--- src/rtl/cpu_pkg.sv ---
// Shared types and constants for the multi-cycle CPU control unit.
// Opcodes, FSM states, write-back selects and decoded-control bundle.
package cpu_pkg;

  localparam int OPW  = 4;
  localparam int RW   = 3;
  localparam int IMMW = 8;
  localparam int PCW  = 8;

  typedef enum logic [OPW-1:0] {
    OP_NOP  = 4'h0,
    OP_ADD  = 4'h1,
    OP_SUB  = 4'h2,
    OP_AND  = 4'h3,
    OP_OR   = 4'h4,
    OP_ADDI = 4'h5,
    OP_LDI  = 4'h6,
    OP_IN   = 4'h7,
    OP_OUT  = 4'h8,
    OP_BEQ  = 4'h9,
    OP_JMP  = 4'hA,
    OP_HALT = 4'hF
  } op_e;

  typedef enum logic [2:0] {
    S_IDLE,
    S_FETCH,
    S_DECODE,
    S_EXEC,
    S_WB,
    S_HALT
  } state_e;

  typedef enum logic [1:0] {
    WB_ALU = 2'd0,
    WB_IMM = 2'd1,
    WB_SW  = 2'd2
  } wb_sel_e;

  typedef struct packed {
    logic       rf;
    logic [1:0] wb_sel;
    logic       imm_sel;
    logic       out;
    logic       is_branch;
    logic       is_halt;
  } dec_t;

  typedef struct packed {
    logic [OPW-1:0]  op;
    logic [RW-1:0]   rs;
    logic [RW-1:0]   rt;
    logic [RW-1:0]   rd;
    logic [IMMW-1:0] imm;
  } ir_t;

endpackage

--- src/rtl/cpu_ctrl_if.sv ---
// Program ROM bus between the control unit and the async ROM.
// The controller drives the address; the ROM returns instruction fields.
interface cpu_ctrl_if;
  import cpu_pkg::*;

  logic [PCW-1:0]  Addr;
  logic [OPW-1:0]  DataOp;
  logic [RW-1:0]   Datars;
  logic [RW-1:0]   Datart;
  logic [RW-1:0]   Datard;
  logic [IMMW-1:0] Datai;

  modport master (
    output Addr,
    input  DataOp, Datars, Datart,
    input  Datard, Datai
  );

  modport slave (
    input  Addr,
    output DataOp, Datars, Datart,
    output Datard, Datai
  );
endinterface

--- src/rtl/cpu_ctrl_op_decode.sv ---
// Combinational opcode decoder.
// Maps an opcode to write-back, operand and sequencing controls.
module op_decode
  import cpu_pkg::*;
(
  input  logic [OPW-1:0] op,
  output dec_t           dec
);

  always_comb begin
    dec = '0;
    unique case (1'b1)
      (op inside {OP_ADD, OP_SUB, OP_AND, OP_OR}): begin
        dec.rf     = 1'b1;
        dec.wb_sel = WB_ALU;
      end
      (op == OP_ADDI): begin
        dec.rf      = 1'b1;
        dec.imm_sel = 1'b1;
        dec.wb_sel  = WB_ALU;
      end
      (op == OP_LDI): begin
        dec.rf     = 1'b1;
        dec.wb_sel = WB_IMM;
      end
      (op == OP_IN): begin
        dec.rf     = 1'b1;
        dec.wb_sel = WB_SW;
      end
      (op == OP_OUT):  dec.out       = 1'b1;
      (op inside {OP_BEQ, OP_JMP}):
        dec.is_branch = 1'b1;
      (op == OP_HALT): dec.is_halt   = 1'b1;
      default: ;
    endcase
  end

endmodule

--- src/rtl/cpu_ctrl.sv ---
// Multi-cycle control unit: PC, instruction register and
// FETCH/DECODE/EXEC/WB sequencing with datapath strobes.
module cpu_ctrl
  import cpu_pkg::*;
#(
  parameter logic [PCW-1:0] RESET_PC = 8'h00
) (
  input  logic             clk,
  input  logic             rst_n,
  input  logic             run,
  cpu_ctrl_if.master       rom,
  input  logic             alu_zero,
  output logic [PCW-1:0]   pc,
  output logic [OPW-1:0]   ir_op,
  output logic [RW-1:0]    ir_rs,
  output logic [RW-1:0]    ir_rt,
  output logic [RW-1:0]    ir_rd,
  output logic [IMMW-1:0]  ir_imm,
  output logic [OPW-1:0]   alu_op,
  output logic             imm_sel,
  output logic             rf_we,
  output logic [1:0]       wb_sel,
  output logic             out_we,
  output logic             busy,
  output logic             halted
);

  state_e state, nxt;
  ir_t    ir;
  dec_t   dec;
  logic   br_taken;
  logic   in_ew;

  op_decode u_dec (
    .op  (ir.op),
    .dec (dec)
  );

  assign rom.Addr = pc;
  assign ir_op    = ir.op;
  assign ir_rs    = ir.rs;
  assign ir_rt    = ir.rt;
  assign ir_rd    = ir.rd;
  assign ir_imm   = ir.imm;

  always_ff @(posedge clk) begin
    if (!rst_n) state <= S_IDLE;
    else        state <= nxt;
  end

  always_comb begin
    nxt = state;
    unique case (state)
      S_IDLE:   if (run) nxt = S_FETCH;
      S_FETCH:  nxt = S_DECODE;
      S_DECODE: nxt = S_EXEC;
      S_EXEC:   nxt = dec.is_halt ? S_HALT : S_WB;
      S_WB:     nxt = run ? S_FETCH : S_IDLE;
      S_HALT:   nxt = S_HALT;
      default:  nxt = S_IDLE;
    endcase
  end

  always_ff @(posedge clk) begin
    if (!rst_n) begin
      pc       <= RESET_PC;
      ir       <= '0;
      br_taken <= 1'b0;
    end else begin
      if (state == S_FETCH)
        ir <= {rom.DataOp, rom.Datars,
               rom.Datart, rom.Datard,
               rom.Datai};
      if (state == S_EXEC)
        br_taken <= dec.is_branch &
                    ((ir.op == OP_JMP) | alu_zero);
      if (state == S_WB)
        pc <= br_taken ? ir.imm : pc + 1'b1;
    end
  end

  // rst_n gates strobes so a reset during WB never half-commits
  always_comb begin
    in_ew   = (state == S_EXEC) || (state == S_WB);
    alu_op  = in_ew ? ir.op : '0;
    imm_sel = rst_n & in_ew & dec.imm_sel;
    rf_we   = rst_n & (state == S_WB) & dec.rf;
    out_we  = rst_n & (state == S_WB) & dec.out;
    wb_sel  = (rst_n && state == S_WB) ?
              dec.wb_sel : WB_ALU;
    busy    = (state != S_IDLE) &&
              (state != S_HALT);
    halted  = (state == S_HALT);
  end

endmodule

--- src/flat_wrapper.sv ---
// flat-port wrapper written by rule: the top's interface ports become plain ports
module cpu_ctrl_flat import cpu_pkg::*;
#(
  parameter logic [PCW-1:0] RESET_PC = 8'h00
)
  (clk, rst_n, run, alu_zero, pc, ir_op, ir_rs, ir_rt, ir_rd, ir_imm, alu_op, imm_sel, rf_we, wb_sel, out_we, busy, halted, rom_Addr, rom_DataOp, rom_Datars, rom_Datart, rom_Datard, rom_Datai);
  cpu_ctrl_if rom_i ();
  input  logic clk;
  input  logic rst_n;
  input  logic run;
  input  logic alu_zero;
  output logic [PCW-1:0] pc;
  output logic [OPW-1:0] ir_op;
  output logic [RW-1:0] ir_rs;
  output logic [RW-1:0] ir_rt;
  output logic [RW-1:0] ir_rd;
  output logic [IMMW-1:0] ir_imm;
  output logic [OPW-1:0] alu_op;
  output logic imm_sel;
  output logic rf_we;
  output logic [1:0] wb_sel;
  output logic out_we;
  output logic busy;
  output logic halted;
  output wire logic [$bits(rom_i.Addr)-1:0] rom_Addr;
  input wire logic [$bits(rom_i.DataOp)-1:0] rom_DataOp;
  input wire logic [$bits(rom_i.Datars)-1:0] rom_Datars;
  input wire logic [$bits(rom_i.Datart)-1:0] rom_Datart;
  input wire logic [$bits(rom_i.Datard)-1:0] rom_Datard;
  input wire logic [$bits(rom_i.Datai)-1:0] rom_Datai;
  assign rom_Addr = rom_i.Addr;
  assign rom_i.DataOp = rom_DataOp;
  assign rom_i.Datars = rom_Datars;
  assign rom_i.Datart = rom_Datart;
  assign rom_i.Datard = rom_Datard;
  assign rom_i.Datai = rom_Datai;
  cpu_ctrl #(.RESET_PC(RESET_PC)) u_core (.clk(clk), .rst_n(rst_n), .run(run), .rom(rom_i), .alu_zero(alu_zero), .pc(pc), .ir_op(ir_op), .ir_rs(ir_rs), .ir_rt(ir_rt), .ir_rd(ir_rd), .ir_imm(ir_imm), .alu_op(alu_op), .imm_sel(imm_sel), .rf_we(rf_we), .wb_sel(wb_sel), .out_we(out_we), .busy(busy), .halted(halted));
endmodule
--- config.mk ---
export PLATFORM = sky130hd
export DESIGN_NAME = cpu_ctrl_flat
export DESIGN_NICKNAME = d
export VERILOG_FILES = /design/src/rtl/cpu_pkg.sv /design/src/rtl/cpu_ctrl_if.sv /design/src/rtl/cpu_ctrl_op_decode.sv /design/src/rtl/cpu_ctrl.sv /design/src/flat_wrapper.sv
export SDC_FILE = /design/constraint.sdc
export NUM_CORES = 1
export LEC_CHECK = 0
export ABC_CLOCK_PERIOD_IN_PS = 2600
export CELL_PAD_IN_SITES_DETAIL_PLACEMENT = 0
export CELL_PAD_IN_SITES_GLOBAL_PLACEMENT = 2
export CORE_ASPECT_RATIO = 2
export CORE_UTILIZATION = 24
export CTS_BUF_LIST = sky130_fd_sc_hd__clkbuf_16
export DETAILED_ROUTE_END_ITERATION = 10
export PLACE_DENSITY_LB_ADDON = 0.1
export SLEW_MARGIN = 10
export SYNTH_ARGS = -nofsm -noshare
export SYNTH_HDL_FRONTEND = slang
export SYNTH_HIERARCHICAL = 1
export SYNTH_SLANG_ARGS = --single-unit
--- constraint.sdc ---
create_clock -name clk -period 2.6 [get_ports clk]
set_input_delay 0.65 -clock clk [delete_from_list [all_inputs] [get_ports clk]]
set_output_delay 0.65 -clock clk [all_outputs]
set_load 0.05 [all_outputs]
Yosys cells after proc, flatten, opt, wreduce, memory -nomap -nowiden
Index checks and enable logic that the tools add are counted. Widths: inputs -> output; s select.

Input bits: 25. Word-level logic and storage cells: 54. Register bits: 33.

Muxes and demuxes: 12. Add/sub/neg operators: 1. Equal/unequal tests: 18. Bitwise gates (word level): 7. Reductions and logical operators: 8.

Operators by type and width (count): $pmux 3 s6 (1); $eq 4x3->1 const B (4); $eq 4x4->1 const B (4); $pmux 3 s3 (1); $add 8x1->8 const B (1); $eq 4x2->1 const B (2); $mux 8 (1); $and 1x1->1 (6); $eq 3x2->1 const B (2); $eq 3x3->1 const B (2); $mux 1 (6); $eq 4x1->1 const B (1); $mux 4 (1); $reduce_bool 4->1 (1); $eq 3x1->1 const B (1); $logic_not 3->1 (1); $mux 3 (1); $ne 3x3->1 const B (1); $reduce_bool 3->1 (1); $logic_and 1x1->1 (2); $mux 2 (1); $ne 2x2->1 const B (1); $reduce_bool 2->1 (1); $reduce_or 2->1 (1); 2 further kinds (2).

Depth between registers and ports, before layout
Depth in word-level cells: 5. Mapped depth: 5. Mapped depth without buffers: 4.

Cells and area by module
Netlist, hierarchy kept.

Modules (own cells, without submodules): cpu_ctrl (area an instance 1572.8 um^2, sequential area each 660.6 um^2, cells an instance 194, times used 1); op_decode (area an instance 75.1 um^2, sequential area each 0.0 um^2, cells an instance 14, times used 1).

Worst setup path after synthesis
OpenSTA, ideal clock, no wires.

Kind: register -> output. From: register u_core.state[0]. To: output port out_we. Data arrival time: 1.506 ns. Slack: 0.444 ns. Buffers on the path: 2. Stages on the path, launching flop included: 5. Path through: dfxtp_1 -> buf_6 -> nor3b_2 -> clkbuf_1 -> and3_1.

Word-level cells in the longest chain between the ends: 3.

RTL lines: start, declared (RTL line cpu_ctrl.sv:28) `state_e state, nxt;`; start signal, assigned (RTL line cpu_ctrl.sv:48) `else state <= nxt;`; $eq 3x3->1 (RTL line cpu_ctrl.sv:88) `out_we = rst_n & (state == S_WB) & dec.out;`; $and 1x1->1 (2 in series) (RTL line cpu_ctrl.sv:88); end, declared (RTL line flat_wrapper.sv:22) `output logic out_we;`.

Every way passes these cells.

Worst setup path in the final report
From: register u_core.state[2]. To: output port halted.

Word-level cells in the longest chain between the ends: 1.

RTL lines: $eq 3x3->1 (RTL line cpu_ctrl.sv:93) `halted = (state == S_HALT);`; end, declared (RTL line flat_wrapper.sv:24) `output logic halted;`.

Every way passes these cells.

==> reports/qor.yml <==
clocking:
  clock_latency_ns: 0.28
  cts_setup_buffers: 0
  cts_tree: "built"
  cts_max_path_buffers: 2
  cts_root_buffer: "clkbuf_16"
  cts_made_buffers: 5
  htreeDepth: 2
  clkSinkCount: 33
  clk_pin_slew_ns: 0.05
  ctsResizeCount: 0
  hold_buffers: 0
finish:
  nNetsFinal: 297
  finalNonFillerCells: 360
  final_cell_mix: "62 x clkdlybuf4s50_1, 52 x nand2_1, 33 x dfxtp_1"
  drive_above_1_share: 0.1066
  syn_to_final_growth_pct: 59.23
  final_common_cell: "clkdlybuf4s50_1"
  antenna_cells: 0
yosys:
  synth_area_per_cell_um2: 7.922
  yosysUniqueCellTypes: 43
  ys_warn_count: 6
  synth_top_area_cell: "dfxtp_1"
  synthesis.nets: 234
  yosysSeqAreaShare: 0.4009
  synth_area_leaders: "dfxtp_1 40%, nand2_1 12%, a21oi_1 7.9%"
  postSynthCellCount: 208
  ys_ff_latch: 33
  netlist_area_mm2: 0.001648
  synth_top_area_frac: 0.4009
pwr:
  power_density_mw_per_mm2: 609.9
  p_leak_nw: 0.9506
  comb_power_share: 0.278
  ir_worst_vdd_uv: 410.3
  clockPowerShare: 0.351
  switchingPower_mw: 0.5407
  p_seq_frac: 0.371
  swShare: 0.3379
  intPower_mw: 1.059
sta:
  final-hold-violation-count: 0
  fin_crit_sh: 0.9388
  timing.fmax_mhz: 409.7
  period_needed_ns: 2.441
  rsz0062_at_grt: "false"
  setup_violations: 0
  skew_ns: 0.002918
  final-max-slew-violation-count: 0
  tightest_slew_ns: 0.5167
  whs_ns: 0.4537
  finalSetupTns_ns: 0
  relSlewSlack: 0.6544
floorplan:
  row_count: 42
  pin_count: 73
  die_y_um: 119.2
  die_area_mm2: 0.007221
  core-area_mm2: 0.006621
  die_w_um: 60.59
  start_util: 0.2489
detailed_routing:
  wl_per_cell_um: 14.20
  drt_first_iter_violations: 51
  drc_errors: 0
  first_pass_iters: 4
  num_vias: 1623
  wirelength_mm: 5.113
  antenna_left: 0
  vias_per_cell: 4.508
grt:
  grt_overflow: 0
  antenna_found_initial: 0
  grt_pass1_wl_mm: 8.355
  grt_max_degree: 28
  grt_pass1_vias: 1603
  grt_use_total: 0.1588
placed_design:
  place_hpwl_mm: 3.749
  placed_cells: 352
  portBuffers: 72
  place.gp.congestion: 0.7541
setup_path:
  end_kind: "output pin"
  cp.arrival_ns: 1.79
  crit_path_max_fanout: 10
  worstPathRequired_ns: 1.95
  critPathLaunchType: "register"
  path_class: "register to output pin"
min_path:
  hp-class: "register to register"
status:
  status: "complete, no violations"
job:
  drv_cap: 0
## flip-flops by register name, indices dropped and copies added, names as in the netlist
name,count
u_core/pc,8
u_core/ir_op,4
u_core/ir_imm,8
u_core/br_taken,1
u_core/ir_rt,3
u_core/state,3
u_core/ir_rs,3
u_core/ir_rd,3
## worst max-delay path, stage by stage, from the launching register on
cell             delay, ns
dfxtp_1               0.51
and3b_1               0.21
clkdlybuf4s50_1       0.79
## area by class of cell
class | instances | area [µm²]
clock inverters | 3 | 13.76
flip-flops and latches | 33 | 660.6
repair buffers | 77 | 845.8
clock buffers | 5 | 125.1
well taps | 88 | 110.1
multi-input cells | 151 | 857.1
inverters | 3 | 11.26
fillers | 727 | 3998
## synthesized netlist by cell type
cell and count:
nand2_1 52, dfxtp_1 33, a21oi_1 26, clkbuf_1 10, buf_4 8, nor2_1 7
and2_1 6, and3_1 6, nand2b_1 5, mux2i_1 4, o211ai_1 4, nand3_1 3
nor2b_1 3, nor3_1 3, o2111ai_1 3, a211oi_1 2, a21o_1 2, buf_6 2
inv_1 2, nand4_1 2, o22ai_1 2, o41a_1 2, a2111oi_0 1, a21boi_0 1
a21oi_2 1, a31o_2 1, a31oi_1 1, and2b_1 1, and3b_1 1, buf_1 1
clkinv_1 1, ha_1 1, nor3_2 1, nor3b_1 1, nor3b_2 1, nor4bb_1 1
o31a_1 1, or3_1 1, or3b_2 1, or3b_4 1, or4b_1 1, xnor2_1 1
xor2_1 1
## path summary, 6_finish.rpt
| path | end | cells past startpoint | start | slack, ns |
|---|---|---|---|---|
| setup / recovery | halted | 2 | u_core/state[2]$_SDFFE_PN0P_ | 0.16 |
| hold / removal | u_core/ir_rs[1]$_SDFFE_PN0P_ | 2 | u_core/ir_rs[1]$_SDFFE_PN0P_ | 0.45 |
| setup reg to reg | u_core/pc[7]$_SDFFE_PN0N_ | 3 | u_core/state[2]$_SDFFE_PN0P_ | 0.86 |
| hold reg to reg | u_core/ir_rs[1]$_SDFFE_PN0P_ | 2 | u_core/ir_rs[1]$_SDFFE_PN0P_ | 0.45 |
## per-layer routing
metal,global-route usage,up-vias,share of wire
li1,-,835,-
met1,0.1811,737,0.39
met2,0.2720,45,0.55
met3,0.04017,6,0.043
met4,0.05966,0,0.018
met5,0,-,0
## stage by stage
step / worst slack, ns / total power [mW] / utilization / area (µm²)
6_report: 0.1592 / 1.600 / 0.3963 / 2624
2_1_floorplan: 0.4438 / 0.8916 / - / 1648
3_5_place_dp: 0.3231 / 1.056 / 0.3753 / 2485
4_1_cts: 0.1361 / 1.635 / 0.3963 / 2624
3_3_place_gp: 0.3257 / 1.057 / 0.3753 / 2485
5_1_grt: 0.05289 / 1.686 / 0.3963 / 2624
## cells by family (layout without fill, tap and decap cells)
family / count (synthesis) / count (layout) / synth area share
xor+xnor: 2 / 2 / 0.01063
mux: 4 / 4 / 0.02430
simple gates: 97 / 97 / 0.2923
flops: 33 / 33 / 0.4009
compound gates: 47 / 47 / 0.1822
fa+ha+maj: 1 / 1 / 0.007592
buf+inv: 24 / 88 / 0.08200
## power by group through the flow
stage	Clock [mW]	Sequential, mW	Combinational (mW)
floorplan	0	0.712	0.180
global placement	0	0.605	0.453
detailed placement	0	0.605	0.451
CTS	0.588	0.595	0.453
global route	0.606	0.603	0.477
finish	0.562	0.594	0.444
Power figures use the tool's default switching activity.
